<file path="src/rtl/stream_checker_sync_fifo.sv">
// Expected-sample FIFO: registered storage, head visible while not empty.
module sync_fifo #(
  parameter int WIDTH = 24,
  parameter int DEPTH = 8
) (
  input  logic             clk,
  input  logic             reset,
  input  logic             flush,
  input  logic             push,
  input  logic [WIDTH-1:0] wdata,
  input  logic             pop,
  output logic [WIDTH-1:0] head,
  output logic             full,
  output logic             empty
);
  localparam int AW = $clog2(DEPTH);

  logic [WIDTH-1:0] r_mem [DEPTH];
  logic [AW:0]      r_wr_ptr, r_rd_ptr;
  logic             w_push, w_pop;

  assign empty  = (r_wr_ptr == r_rd_ptr);
  assign full   = (r_wr_ptr[AW-1:0] == r_rd_ptr[AW-1:0]) && (r_wr_ptr[AW] != r_rd_ptr[AW]);
  assign head   = r_mem[r_rd_ptr[AW-1:0]];
  assign w_push = push && !full;
  assign w_pop  = pop && !empty;

  // Pointer update; flush empties the FIFO like reset does.
  always_ff @(posedge clk) begin
    if (reset || flush) begin
      r_wr_ptr <= '0;
      r_rd_ptr <= '0;
    end else begin
      if (w_push) r_wr_ptr <= r_wr_ptr + 1'b1;
      if (w_pop)  r_rd_ptr <= r_rd_ptr + 1'b1;
    end
  end

  // Sample storage, no reset needed: contents are only read while not empty.
  always_ff @(posedge clk) begin
    if (w_push) r_mem[r_wr_ptr[AW-1:0]] <= wdata;
  end

endmodule

</file>
<file path="config.mk">
export PLATFORM = sky130hd
export DESIGN_NAME = sync_fifo
export DESIGN_NICKNAME = d
export VERILOG_FILES = /design/src/rtl/stream_checker_sync_fifo.sv
export SDC_FILE = /design/constraint.sdc
export NUM_CORES = 1
export LEC_CHECK = 0
export ABC_AREA = 0
export BUFFER_PORTS_ARGS = -buffer_cell sky130_fd_sc_hd__buf_2
export CAP_MARGIN = 40
export CORE_MARGIN = 5
export CORE_UTILIZATION = 45
export CTS_CLUSTER_DIAMETER = 60
export DETAILED_ROUTE_END_ITERATION = 12
export SLEW_MARGIN = 20
export SYNTH_ARGS = -nofsm -noshare
export SYNTH_HDL_FRONTEND = slang
export SYNTH_SLANG_ARGS = --single-unit
</file>
<file path="constraint.sdc">
create_clock -name clk -period 4.7 [get_ports clk]
set_input_delay 0.235 -clock clk [delete_from_list [all_inputs] [get_ports clk]]
set_output_delay 0.235 -clock clk [all_outputs]
set_load 0.02 [all_outputs]
</file>
==> impl_metrics.py, run 1 <==
metrics = {
    "pwr": {
        "seqPwrFrac_pct": 54.3,
        "pwr-share-clk_pct": 41.6,
        "pwr-share-comb_pct": 4.1,
        "power.density_mw_per_mm2": 392.5,
        "net-switching-power_mw": 0.7209,
        "p_int_mw": 2.979,
        "swShare_pct": 19.48,
        "irDropWorstVdd_mv": 0.2351,
        "p_total_mw": 3.700,
        "leakage_nw": 3.062,
    },
    "yosys": {
        "synth_warnings": 0,
        "async_reset_ff_share_pct": 0,
        "syn_avg_cell_area_sq_um": 22.23,
        "synth-seq-area-share_pct": 74.18,
        "ys.flop_type": "edfxtp_1",
        "syn_inst": 363,
        "synth_area_sq_mm": 0.008069,
        "synth-seq-cells": 203,
        "synth_edf_count": 192,
        "yosys-top-cells-area": "edfxtp_1 (71%), mux4_2 (12%), mux2_4 (3.0%)",
        "synthDominantCellAreaShare_pct": 71.45,
        "yosysTopAreaCell": "edfxtp_1",
        "synth_fp_nets": 394,
        "synth_cell_type_count": 33,
    },
    "global_route": {
        "grt_overflow_total": 0,
        "grt_max_degree": 34,
        "grt_pass1_wl_mm": 23.50,
        "grt_use_total_pct": 14.84,
        "grt_pass1_vias": 4038,
        "grt_antenna_before_repair": 0,
    },
    "layout": {
        "finalNonFillerCells": 681,
        "diodes": 0,
        "num-fill-cells": 1393,
        "drive_gt1_share_pct": 39.38,
        "nets": 471,
        "area_growth_pct": 16.81,
        "stdcell_area_sq_mm": 0.009425,
    },
    "timing": {
        "rsz0062_at_grt": "no",
        "period_share_pct": 56.53,
        "tightest_slew_ns": 0.7249,
        "drv_slew": 0,
        "setup_tns_ns": 0,
        "finalHoldViolCount": 0,
        "post-route-min-period_ns": 2.657,
        "setup_viol": 0,
        "max_freq_ghz": 0.3763,
        "skew_ns": 0.008269,
        "relSlewSlack_pct": 51.31,
    },
    "route": {
        "wl_per_cell_um": 21.28,
        "wl_mm": 14.49,
        "vias_per_cell": 5.496,
        "vias": 3743,
        "drc_errors": 0,
        "firstDrtPassIters": 4,
        "drt-initial-drc-count": 177,
        "antenna_left": 0,
    },
    "setup_path": {
        "worstPathRequired_ns": 4.86,
        "worstSetupPathType": "flop to flop",
        "critPathMaxFanout": 18,
        "start_kind": "flop",
        "cp-end-kind": "flop",
        "arrival_ns": 2.81,
    },
    "die": {
        "die_width_um": 143.9,
        "ios": 55,
        "dieArea_sq_mm": 0.02071,
        "placementRows": 49,
        "core-area_sq_mm": 0.01778,
        "start_util_pct": 45.38,
        "dieHeight_um": 143.9,
    },
    "cts": {
        "htreeDepth": 1,
        "clock-sinks": 203,
        "cts_resized": 0,
        "cts_hold_buf": 4,
        "clock_path_buffers": 3,
        "cts.clk_slew.worst_paths_ns": 0.06,
        "root_buffer": "clkbuf_16",
        "clkLatencyLatePin_ns": 0.49,
        "numCtsBuffers": 21,
        "post_cts_buffers": 0,
        "tritoncts": "done",
    },
    "status": {
        "status": "completed",
    },
    "job": {
        "cap_violations": 0,
    },
    "placement": {
        "place.gp.congestion": 0.7751,
        "dp_hpwl_mm": 8.740,
        "io_buffers": 54,
        "dp.cells": 641,
        "dpl_cell_area_sq_mm": 0.008737,
    },
    "min_path": {
        "min_path_type": "primary input to flop",
    },
}
-- cells in the final DEF (no fill, tap or decap), types with 4 or more instances in the layout --
cell type	instances
buf_16	4
buf_2	54
clkbuf_16	21
buf_4	11
dlygate4sd3_1	4
mux2_2	8
clkbuf_1	6
xnor2_1	4
mux4_1	4
or3_1	6
dfxtp_1	8
mux4_2	44
mux2i_1	11
mux2_4	16
nand2_1	11
edfxtp_1	192
-- cells in the mapped netlist (2+ instances only) --
cell,n
edfxtp_1,192
mux4_2,44
mux2_4,16
dfxtp_1,11
mux2i_1,11
nand2_1,11
buf_2,10
mux2_2,8
or3_1,6
clkbuf_1,4
mux4_1,4
nor4b_1,4
xnor2_1,4
nand3_1,3
nand4_1,3
nor2_1,3
nor3b_1,3
nor4_1,3
xor2_1,3
a311o_1,2
a41oi_1,2
buf_12,2
buf_6,2
ha_1,2
o41a_1,2
-- per-stage QoR --
stage	setup slack [ns]	util, %	hold WS [ns]
after global placement	2.141	48.52	0.4959
after floorplan	0.6840	-	0.3339
final	2.043	53.01	0.02056
after detailed placement	1.990	49.14	0.5115
after global routing	1.852	53.01	0.01463
after CTS	1.858	52.98	0.003721
-- area by class of cell --
cell class | instances | area, sq um | area share [%]
clock buffers | 29 | 575.6 | 6.106
clock inverters | 6 | 67.56 | 0.7168
multi-input cells | 140 | 1996 | 21.17
flip-flops and latches | 203 | 5992 | 63.57
well taps | 229 | 286.5 | 3.040
repair buffers | 74 | 508.0 | 5.390
-- routing by layer --
layer | vias to the layer above | share of wire, % | track usage, %
met5 | - | 0 | 0
met2 | 65 | 51 | 24.82
li1 | 1692 | - | -
met1 | 1968 | 43 | 20.21
met4 | 0 | 1.7 | 4.113
met3 | 18 | 4.2 | 2.696
-- worst max-delay path: stages (launching register included) --
cell	delay, ns
dfxtp_1	0.61
xor2_1	0.38
nor4_4	0.17
nor4_2	0.54
clkbuf_2	0.28
buf_4	0.32
-- cells by family after synthesis --
kind of cell | Yosys count | synth area share (%)
AO/OA/AOI/OAI | 7 | 0.8374
flip-flops | 203 | 74.18
adder cells (fa/ha/maj) | 2 | 0.3101
multiplexers | 83 | 19.04
AND/OR/NAND/NOR | 40 | 2.977
buffers and inverters | 20 | 1.690
XOR/XNOR | 8 | 0.9615
-- power groups by stage --
stage	registers [mW]	logic [mW]	clock network, mW
after detailed placement	2.05	0.152	0
after floorplan	2.04	0.0930	0
after global routing	2.01	0.168	1.67
after CTS	2.01	0.156	1.58
after global placement	2.05	0.142	0
final	2.01	0.153	1.54
-- flip-flops by register name, summed over array words and instances, names as in the netlist, named ones only --
name      cells
r_rd_ptr      4
r_wr_ptr      4
r_mem       192
-- final timing paths --
path	from	to	slack (ns)	cells past startpoint
worst min-delay path	wdata[4]	r_mem[3][4]	0.02	1
worst max-delay path	r_wr_ptr[1]	r_mem[0][3]	2.04	5
worst max register to register	r_wr_ptr[1]	r_mem[0][3]	2.04	5
worst min register to register	r_rd_ptr[0]	flop	0.58	2
Note: power is estimated with default switching activity, not from simulation.
==> run 2: changes to the inputs <==
clock period = 2.8 ns   (was 4.7 ns; I/O delays follow)
==> run 2 against run 1 <==
Effect of this change:
- via count rose by 2.6%
- final area rose by 2.8%
- core utilization rose by 1.5 points
- sequential share of layout area fell by 1.7 points
- critical path depth fell by 1
- non-clock buffer count rose by 27
- count of clock-buffer cells in the layout fell by 5
- critical path type is now flop to primary output
- critical endpoint is now head[2]
- highest routed layer unchanged
==> impl_metrics.py, run 2 (synthesized netlist as in run 1, its figures left out) <==
metrics = {
    "timing": {
        "max_freq_ghz": 0.3902,
        "period_share_pct": 91.53,
        "finalHoldViolCount": 0,
        "drv_slew": 0,
        "relSlewSlack_pct": 59.33,
        "skew_ns": 0.008990,
        "post-route-min-period_ns": 2.563,
        "holdWs_ns": 0.06917,
        "tightest_slew_ns": 0.6078,
        "rsz0062_at_grt": "no",
        "setup_viol": 0,
        "setup_slack_ns": 0.2370,
    },
    "die": {
        "dieHeight_um": 143.9,
        "core-area_sq_mm": 0.01778,
        "placementRows": 49,
        "die_width_um": 143.9,
        "start_util_pct": 45.38,
        "ios": 55,
        "dieArea_sq_mm": 0.02071,
    },
    "pwr": {
        "power.density_mw_per_mm2": 648.6,
        "pwr-share-comb_pct": 4.5,
        "irDropWorstVdd_mv": 0.4630,
        "leakage_nw": 3.169,
        "p_total_mw": 6.282,
        "net-switching-power_mw": 1.232,
        "seqPwrFrac_pct": 53.7,
        "p_int_mw": 5.050,
        "swShare_pct": 19.62,
        "pwr-share-clk_pct": 41.8,
    },
    "global_route": {
        "grt_overflow_total": 0,
        "grt_max_degree": 41,
        "grt_pass1_vias": 4162,
        "grt_use_total_pct": 15.23,
        "grt_antenna_before_repair": 0,
        "grt_pass1_wl_mm": 24.02,
    },
    "setup_path": {
        "crit_chain": "buf_12, mux4_1, mux2_2, buf_2",
        "critPathMaxFanout": 20,
        "worstPathRequired_ns": 2.66,
        "worstSetupPathType": "flop to primary output",
        "cp.buffers_inverters": 2,
        "cp-end-kind": "primary output",
        "start_kind": "flop",
        "crit_slowest_cell": "dfxtp_4",
        "cpPeakStageDelay_ns": 0.63,
        "arrival_ns": 2.42,
        "crit_family": "multiplexers",
    },
    "route": {
        "firstDrtPassIters": 4,
        "drc_errors": 0,
        "vias_per_cell": 5.419,
        "drt-initial-drc-count": 279,
        "vias": 3842,
        "antenna_left": 0,
        "wl_per_cell_um": 21.53,
        "wl_mm": 15.26,
    },
    "cts": {
        "post_cts_buffers": 0,
        "numCtsBuffers": 21,
        "htreeDepth": 1,
        "root_buffer": "clkbuf_16",
        "cts.clk_slew.worst_paths_ns": 0.06,
        "clkLatencyLatePin_ns": 0.48,
        "cts_hold_buf": 24,
        "cts_resized": 0,
        "clock_path_buffers": 3,
        "clock-sinks": 203,
        "tritoncts": "done",
    },
    "layout": {
        "diodes": 0,
        "layout_commonest_cell": "edfxtp_1",
        "drive_gt1_share_pct": 38.96,
        "largest_register_ffs": 192,
        "final_cell_mix": "edfxtp_1 (192), buf_2 (54), mux4_2 (44)",
        "area_growth_pct": 20.03,
        "stdcell_area_sq_mm": 0.009686,
        "nets": 498,
    },
    "placement": {
        "dp_hpwl_mm": 9.310,
        "io_buffers": 54,
        "pre_cts_ws_ns": 0.5663,
        "place.gp.congestion": 0.7890,
        "dpl_cell_area_sq_mm": 0.008793,
    },
    "status": {
        "status": "completed",
    },
    "job": {
        "cap_violations": 0,
    },
    "min_path": {
        "min_path_type": "primary input to flop",
    },
}
==> run 2: cell types whose count changed in the layout (fill, tap and decap cells not counted), moves of 3 or more <==
cell | previous run | this run
nor4b_2 | 3 | 0
buf_4 | 11 | 21
nor4b_4 | 0 | 3
buf_16 | 4 | 0
clkbuf_1 | 6 | 3
dlygate4sd3_1 | 4 | 24
==> run 2: worst register-to-register path, cell delays in order (launching register included) <==
cell and delay, ns:
dfxtp_1 0.60, xor2_1 0.39, nor4_4 0.06, buf_4 0.22
nor4_4 0.22, buf_4 0.41
==> run 2: per-stage QoR <==
step                      TNS [ns]  utilization [%]  instances
after CTS                        0            54.48        709
after detailed placement         0            49.46        649
final                            0            54.48        709
after global placement           0            49.46        649
after floorplan             -5.252                -        363
after global routing             0            54.48        709
==> run 2: final timing paths <==
check,from,to,slack (ns),depth (start not counted)
setup / recovery,flop,head[2],0.24,4
hold / removal,pop,flop,0.07,4
setup reg to reg,r_wr_ptr[0],r_mem[1][15],0.55,5
hold reg to reg,r_rd_ptr[1],r_rd_ptr[1],0.57,2
==> run 2: cell type report <==
cell class                      instances  area [sq um]
Fill cell                            1370          8094
Sequential cell                       203          5992
Multi-Input combinational cell        140          2047
Timing Repair Buffer                  101         708.2
Clock buffer                           24         536.8
Tap cell                              229         286.5
Clock inverter                         12         115.1
==> run 2: layer usage <==
layer / track usage [%] / wire length, um / vias up
met4: 3.518 / 260 / 0
met3: 2.496 / 849 / 19
met2: 25.13 / 7545 / 100
li1: - / - / 1737
met1: 21.56 / 6606 / 1986
met5: 0 / 0 / -
==> run 2: power by group through the flow <==
stage	Sequential, mW	Combinational, mW	Clock [mW]
final	3.37	0.285	2.62
after global routing	3.37	0.309	2.83
after CTS	3.37	0.291	2.70
after detailed placement	3.44	0.264	0
after global placement	3.44	0.259	0
after floorplan	3.43	0.158	0
